File: src/rtl/read_word_assembler.sv
// read_word_assembler
//
// Pairs 16-bit half-word reads from a synchronous-read memory into 32-bit words
// and queues them in a small first-word-fall-through FIFO.
//
// The upstream address generator drives addr_in/en. Read data for that address
// comes back one cycle later, so addr_in/en are registered (addr_d/en_d) to line
// up with rd_data. A two-state pair FSM holds a low half until the matching high
// half arrives, then pushes {high, low} with the word address into the FIFO.
//
// Ports:
//   clk         sole clock, rising edge
//   rst_n       asynchronous active-low reset
//   en          capture enable, aligned with addr_in
//   addr_in     half-word address; bit 0 = half select, bits 6:1 = word address
//   rd_data     memory read data, valid one cycle after its addr_in
//   word_out    FIFO head word {high, low}; 0 when the FIFO is empty
//   word_addr   word address of the FIFO head; 0 when the FIFO is empty
//   word_valid  FIFO non-empty
//   word_ready  consumer accepts the head when word_valid is also 1
//   overflow    sticky: a completed word was dropped because the FIFO was full
//   clr_ovf     synchronous clear of overflow (a same-cycle drop wins)
//   fifo_count  number of stored words

module read_word_assembler #(
    parameter int unsigned DEPTH      = 4,
    parameter bit          ADDR_MATCH = 1'b1
) (
    input  logic                   clk,
    input  logic                   rst_n,
    input  logic                   en,
    input  logic [6:0]             addr_in,
    input  logic [15:0]            rd_data,
    output logic [31:0]            word_out,
    output logic [5:0]             word_addr,
    output logic                   word_valid,
    input  logic                   word_ready,
    output logic                   overflow,
    input  logic                   clr_ovf,
    output logic [$clog2(DEPTH):0] fifo_count
);

    localparam int unsigned PW = $clog2(DEPTH);
    localparam int unsigned EW = 6 + 32;  // stored entry: {word address, high, low}

    localparam logic [PW:0]   FULL_COUNT = DEPTH[PW:0];
    localparam logic [PW:0]   COUNT_ONE  = (PW + 1)'(1);
    localparam logic [PW-1:0] PTR_ONE    = PW'(1);

    typedef enum logic [0:0] {
        StIdle,
        StHaveLo
    } state_t;

    // ------------------------------------------------------------------
    // Alignment stage: rd_data in cycle t belongs to addr_d in cycle t.
    // ------------------------------------------------------------------
    logic [6:0] addr_d;
    logic       en_d;

    always_ff @(posedge clk or negedge rst_n) begin
        if (!rst_n) begin
            addr_d <= '0;
            en_d   <= 1'b0;
        end else begin
            addr_d <= addr_in;
            en_d   <= en;
        end
    end

    // ------------------------------------------------------------------
    // Pair FSM
    // ------------------------------------------------------------------
    state_t      state, state_next;
    logic [15:0] lo_data, lo_data_next;
    logic [5:0]  lo_addr, lo_addr_next;
    logic        push;
    logic        addr_ok;

    // With matching disabled any high half completes the held low half.
    assign addr_ok = !ADDR_MATCH || (addr_d[6:1] == lo_addr);

    always_ff @(posedge clk or negedge rst_n) begin
        if (!rst_n) begin
            state   <= StIdle;
            lo_data <= '0;
            lo_addr <= '0;
        end else begin
            state   <= state_next;
            lo_data <= lo_data_next;
            lo_addr <= lo_addr_next;
        end
    end

    always_comb begin
        state_next   = state;
        lo_data_next = lo_data;
        lo_addr_next = lo_addr;
        push         = 1'b0;

        unique case (state)
            StIdle: begin
                // A high half with no held low half is simply ignored.
                if (en_d && !addr_d[0]) begin
                    lo_data_next = rd_data;
                    lo_addr_next = addr_d[6:1];
                    state_next   = StHaveLo;
                end
            end

            StHaveLo: begin
                if (!en_d) begin
                    state_next = StIdle;
                end else if (!addr_d[0]) begin
                    // A newer low half replaces the held one.
                    lo_data_next = rd_data;
                    lo_addr_next = addr_d[6:1];
                end else if (addr_ok) begin
                    push       = 1'b1;
                    state_next = StIdle;
                end else begin
                    state_next = StIdle;
                end
            end

            default: state_next = StIdle;
        endcase
    end

    // ------------------------------------------------------------------
    // Output FIFO (first-word-fall-through)
    // ------------------------------------------------------------------
    logic [EW-1:0] mem [DEPTH];
    logic [PW-1:0] wr_ptr, rd_ptr;
    logic [PW:0]   count;
    logic [EW-1:0] head;
    logic          full;
    logic          pop;
    logic          push_accept;
    logic          drop;

    assign full = (count == FULL_COUNT);
    assign pop  = word_valid && word_ready;

    // When full, a same-cycle pop frees the head slot, which is exactly the slot
    // the write pointer addresses, so the push can still be taken.
    assign push_accept = push && (!full || pop);
    assign drop        = push && full && !pop;

    always_ff @(posedge clk) begin
        if (push_accept) begin
            mem[wr_ptr] <= {lo_addr, rd_data, lo_data};
        end
    end

    always_ff @(posedge clk or negedge rst_n) begin
        if (!rst_n) begin
            wr_ptr   <= '0;
            rd_ptr   <= '0;
            count    <= '0;
            overflow <= 1'b0;
        end else begin
            if (push_accept) begin
                wr_ptr <= wr_ptr + PTR_ONE;
            end
            if (pop) begin
                rd_ptr <= rd_ptr + PTR_ONE;
            end

            unique case ({push_accept, pop})
                2'b10:   count <= count + COUNT_ONE;
                2'b01:   count <= count - COUNT_ONE;
                default: count <= count;
            endcase

            // Set has priority over clear.
            if (drop) begin
                overflow <= 1'b1;
            end else if (clr_ovf) begin
                overflow <= 1'b0;
            end
        end
    end

    assign head       = mem[rd_ptr];
    assign fifo_count = count;
    assign word_valid = (count != '0);

    // Gate the head so outputs read 0 while empty (and during reset), since the
    // storage array itself is not reset.
    assign word_out  = word_valid ? head[31:0]  : '0;
    assign word_addr = word_valid ? head[37:32] : '0;

endmodule

File: config.mk
export PLATFORM = sky130hd
export DESIGN_NAME = read_word_assembler
export DESIGN_NICKNAME = d
export VERILOG_FILES = /design/src/rtl/read_word_assembler.sv
export SDC_FILE = /design/constraint.sdc
export NUM_CORES = 1
export LEC_CHECK = 0
export CORE_AREA = 2 2 81 161
export CTS_CLUSTER_DIAMETER = 100
export DETAILED_ROUTE_END_ITERATION = 10
export DIE_AREA = 0 0 83 163
export PLACE_DENSITY = 0.9
export SLEW_MARGIN = 40
export SYNTH_ARGS = -nofsm -noshare
export SYNTH_HDL_FRONTEND = slang
export SYNTH_SLANG_ARGS = --single-unit
File: constraint.sdc
create_clock -name clk -period 9.6 [get_ports clk]
set_input_delay 1.44 -clock clk [delete_from_list [all_inputs] [get_ports clk]]
set_output_delay 1.44 -clock clk [all_outputs]
set_load 0.01 [all_outputs]
Word-level counts from Yosys, hierarchy flattened
Memories as Yosys holds them, arrays and structs flattened.
Cells that the tools add are included.
- $add $sub $neg: 4
- $mul: 0
- divide/modulo/power cells: 0
- magnitude comparators: 0
- equality and inequality tests: 7
- shift operators: 0
- muxes and demuxes: 23
- bitwise gates (word level): 1
- reduce and logical (&&, ||, !) cells: 13
- operators with widths (kind ; count):
    $mux 16 ; 3
    $mux 32 ; 1
    $pmux 16 s2 ; 1
    $mux 6 ; 4
    $pmux 6 s2 ; 1
    $mux 1 ; 11
    $eq 6x6->1 ; 1
    $ne 2x2->1 const B ; 3
    $pmux 3 s2 ; 1
    $logic_and 1x1->1 ; 5
    $add 2x1->2 const B ; 2
    $reduce_bool 2->1 ; 2
    $add 3x1->3 const B ; 1
    $eq 3x3->1 const B ; 1
    $logic_not 1->1 ; 3
    $reduce_and 3->1 ; 1
    $reduce_bool 3->1 ; 1
    $sub 3x1->3 const B ; 1
    $eq 2x1->1 const B ; 1
    $eq 2x2->1 const B ; 1
    $pmux 1 s2 ; 1
    $logic_or 1x1->1 ; 1
    $not 1->1 ; 1
- register bits: 39
- latch bits: 0
- bits in writable memories: 152
- ROM bits: 0
- input port bits: 28
- output and inout port bits: 43
- logic and storage cells: 58
- memories kept: 1
- memories (memory ; words ; bits a word ; rd ports ; clocked after Yosys merged registers in ; wr ports ; line ; RTL):
    mem ; 4 ; 38 ; 1 ; 0 ; 1 ; 133 ; logic [EW-1:0] mem [DEPTH];

Longest topological paths before layout
- word-level depth: 8
- mapped depth: 9

Worst setup path after synthesis
OpenSTA, ideal clock, no wires.
- path kind: input port to flip-flop
- start point: input word_ready
- end point: memory mem[0][0] (netlist bit), enable pin
- data arrival time: 2752 ps
- slack: 6448 ps
- cell stages on the path: 4
- path buffers: 0
- path through: inv_1 nand3_1 nor2b_4 and2_1
- longest elaborated chain between the ends: 5
- RTL lines (what ; line ; RTL):
    start, declared ; 37 ; input logic word_ready,
    $logic_and 1x1->1 ; 143 ; assign pop = word_valid && word_ready;
    $logic_or 1x1->1 ; 147 ; assign push_accept = push && (!full || pop);
    $logic_and 1x1->1 ; 147 ;
    $mux 1 ; 151 ; if (push_accept) begin
    $mux 1 (not written as such) ; 152 ; mem[wr_ptr] <= {lo_addr, rd_data, lo_data};
    end, declared ; 133 ;
Every way passes these cells.

Final worst setup path
- start point: register rd_ptr[0]
- end point: output word_out[21]
- longest elaborated chain between the ends: 2
- RTL lines (what ; line ; RTL):
    start, declared ; 134 ; logic [PW-1:0] wr_ptr, rd_ptr;
    start signal, assigned ; 167 ; rd_ptr <= rd_ptr + PTR_ONE;
    $mem_v2 4x38 ; - ;
    $mux 32 ; 191 ; assign word_out = word_valid ? head[31:0] : '0;
    end, declared ; 34 ; output logic [31:0] word_out,
Every way passes these cells.

==> metrics.cfg <==
[setup_path]
worst_path_max_delay_cell = sky130_fd_sc_hd__buf_4
max_stage_delay_ns = 0.61
setup.worst_path.start = rd_ptr[0]
cp-endpoint = word_out[21]
critical_path.reg2reg.endpoint = fifo_count[1]
critical_path.startpoint_type = flop
worst-r2r-setup-slack_ns = 6.67
r2r_depth = 8
r2r_start = lo_addr[4]
timing.critical_path.arrival_ns = 2.81
setup.worst_path.class = flop to primary output
worstPathCellList = buf_4, mux4_2, and2_1, clkdlybuf4s50_1
wp_data_required_ns = 8.16
end_kind = primary output
path_max_fanout = 34

[cells_and_area]
design.final.nets = 468
post_layout_nonfiller_instances = 598
syn2layout_area_growth_pct = 19.95
antenna_cells = 0
drive_gt1_frac = 0.2299

[timing]
hold_violations = 0
worst_hold_slack_ns = 0.5016
timing.fmax_mhz = 235.6
rsz0062_at_grt = no
setup_viol_count_final = 0
max_slew_margin = 0.5378
clock_skew_ns = 0.01320
fin_ws_ns = 5.355
final.min_clock_period_ns = 4.245
tns_ns = 0
timing_worst_slew_pin_value_ns = 0.6933
slew_viol_final = 0
fin_crit_sh = 0.4422

[placement]
placement.setup.worst_slack_ns = 5.754
io_port_bufs = 70
place_hpwl_microns = 7149
gp_congestion = 0.7535
place_inst = 566

[die]
fp.dieW_microns = 83
site_rows = 58
core_sq_um = 12410
fp.dieArea_sq_um = 13530
floorplan.die.height_microns = 163
effective_utilization_at_floorplan = 0.5935
pin_count = 71

[yosys]
synthesized_area_divided_by_synthesized_cell_count_sq_um = 20.46
count_of_flip_flops_with_a_built_in_enable_after_synthesis = 152
synth.most_common_cell = sky130_fd_sc_hd__edfxtp_1
yosysSeqAreaShare = 0.7523
postSynthRegisterBits = 191
netlist_top_cells_count = sky130_fd_sc_hd__edfxtp_1 (152), sky130_fd_sc_hd__and2_1 (42), sky130_fd_sc_hd__dfrtp_1 (39)
post_synth_instance_area_sq_um = 7365
synth-warning-count = 0
yosys.cell_types.count = 31
yosys-top-cells-area = sky130_fd_sc_hd__edfxtp_1 (62%), sky130_fd_sc_hd__dfrtp_1 (13%), sky130_fd_sc_hd__mux4_2 (12%), sky130_fd_sc_hd__and2_1 (3.6%), sky130_fd_sc_hd__mux2_2 (2.9%)
synth.largest_area_cell = sky130_fd_sc_hd__edfxtp_1
synth_cells = 360
synthDominantCellAreaShare = 0.6198
synth_nets = 393
synth_flop_cell = sky130_fd_sc_hd__edfxtp_1
asyncSetResetFlopFracSynth = 0.2042

[grt]
globalRouteTotalUtil = 0.2102
grt_pass1_wl_microns = 20850
maximum_number_of_pins_on_one_net_before_global_route_repair = 40
gr-total-overflow = 0
antenna_found_initial = 0
number_of_global_route_vias_before_repair = 3704

[clock_tree]
cts-resized-gates = 0
tritoncts = built
cts_root_buf = sky130_fd_sc_hd__clkbuf_16
clk_transition_reported_paths_ns = 0.07
hold_bufs_inserted_after_cts = 0
count_of_clock_tree_sinks = 191
cts_buffers = 17
worstSkewPairLatency_ns = 0.43
h_tree_depth = 4
postCtsSetupBuffers = 0
cts_max_path_buffers = 2

[detailed_routing]
routed_wirelength_normalized_by_instance_count_microns = 22.25
drc = 0
antenna_left = 0
initialDrtViolationCount = 238
first_pass_iters = 4
viasPerCell = 5.926
route.final.wire_length_microns = 13300
vias = 3544

[min_path]
min_path_type = flop to flop

[pwr]
static-leakage-power_nw = 3.025
pwr_density_cell_nw_per_um2 = 274.1
vdd.ir_drop.worst_v = 0.0002788
total_power_mw = 2.421

[outcome]
outcome = finished, final reports clean

[run]
maxCapViolCount = 0

==> sequential cells by signal (all words and copies together) (netlist names) <==
name        flops
addr_d          7
en_d            1
fifo_count      3
lo_addr         6
lo_data        16
mem           152
overflow        1
rd_ptr          2
state           1
wr_ptr          2
==> cells in the final DEF (no fill, tap or decap), types with 6 or more instances in the layout <==
| cell type | instances |
|---|---|
| sky130_fd_sc_hd__clkdlybuf4s50_1 | 69 |
| sky130_fd_sc_hd__clkbuf_16 | 19 |
| sky130_fd_sc_hd__mux4_2 | 38 |
| sky130_fd_sc_hd__mux2_2 | 19 |
| sky130_fd_sc_hd__dfrtp_1 | 37 |
| sky130_fd_sc_hd__and2_1 | 38 |
| sky130_fd_sc_hd__edfxtp_1 | 152 |
| sky130_fd_sc_hd__xnor2_1 | 7 |
| sky130_fd_sc_hd__nand2_1 | 6 |
==> per-stage QoR <==
stage | cell area (sq um) | util
after floorplan | 7365 | -
after global placement | 8204 | 0.6611
after detailed placement | 8214 | 0.6619
after CTS | 8833 | 0.7118
after global routing | 8833 | 0.7118
final | 8833 | 0.7118
==> layout make-up <==
type / count / area, sq um
clock buffer: 24 / 534.3
clock inverter: 8 / 85.08
fill: 716 / 3576
inverter: 4 / 15.01
multi-input combinational: 148 / 1745
sequential: 191 / 5545
tap: 150 / 187.7
timing repair buffer: 73 / 720.7
==> worst max-delay path: cells and delay by family, from the launching register on <==
kind | cells | cell delay, ns
DFF | 1 | 0.49
and+or+nand+nor | 1 | 0.19
buffers and inverters | 2 | 1.08
muxes | 1 | 0.60
==> metal layers <==
metal	share of wire	up-vias	wire length, microns	GRT usage
li1	-	1548	-	-
met1	0.39	1845	5236	0.2627
met2	0.54	133	7175	0.3589
met3	0.049	18	647	0.05119
met4	0.018	0	244	0.07750
met5	0	-	0	0
==> cell families after synthesis <==
| logic type | synth area share |
|---|---|
| AO/OA/AOI/OAI | 0.004928 |
| XOR/XNOR | 0.01308 |
| multiplexers | 0.1548 |
| flip-flops | 0.7523 |
| buffers and inverters | 0.01240 |
| adder cells (fa/ha/maj) | 0.009514 |
| AND/OR/NAND/NOR | 0.05301 |
==> power by group <==
part	internal [mW]	total, mW	switching (mW)
Sequential	0.935	1.01	0.0775
Clock	0.420	0.717	0.297
Combinational	0.428	0.692	0.263
==> worst min path at each step <==
stage                start    endpoint  slack [ns]  cells after the start
4_1_cts         lo_data[8]   mem[3][8]        0.51                      0
5_1_grt         lo_data[8]   mem[2][8]        0.53                      0
3_5_place_dp    lo_data[8]   mem[3][8]        0.50                      0
2_1_floorplan  lo_data[11]  mem[0][11]        0.47                      0
6_report        lo_data[8]   mem[3][8]        0.50                      0
3_3_place_gp    lo_data[2]   mem[3][2]        0.49                      0
No activity file was read; power rests on OpenSTA's default activity.
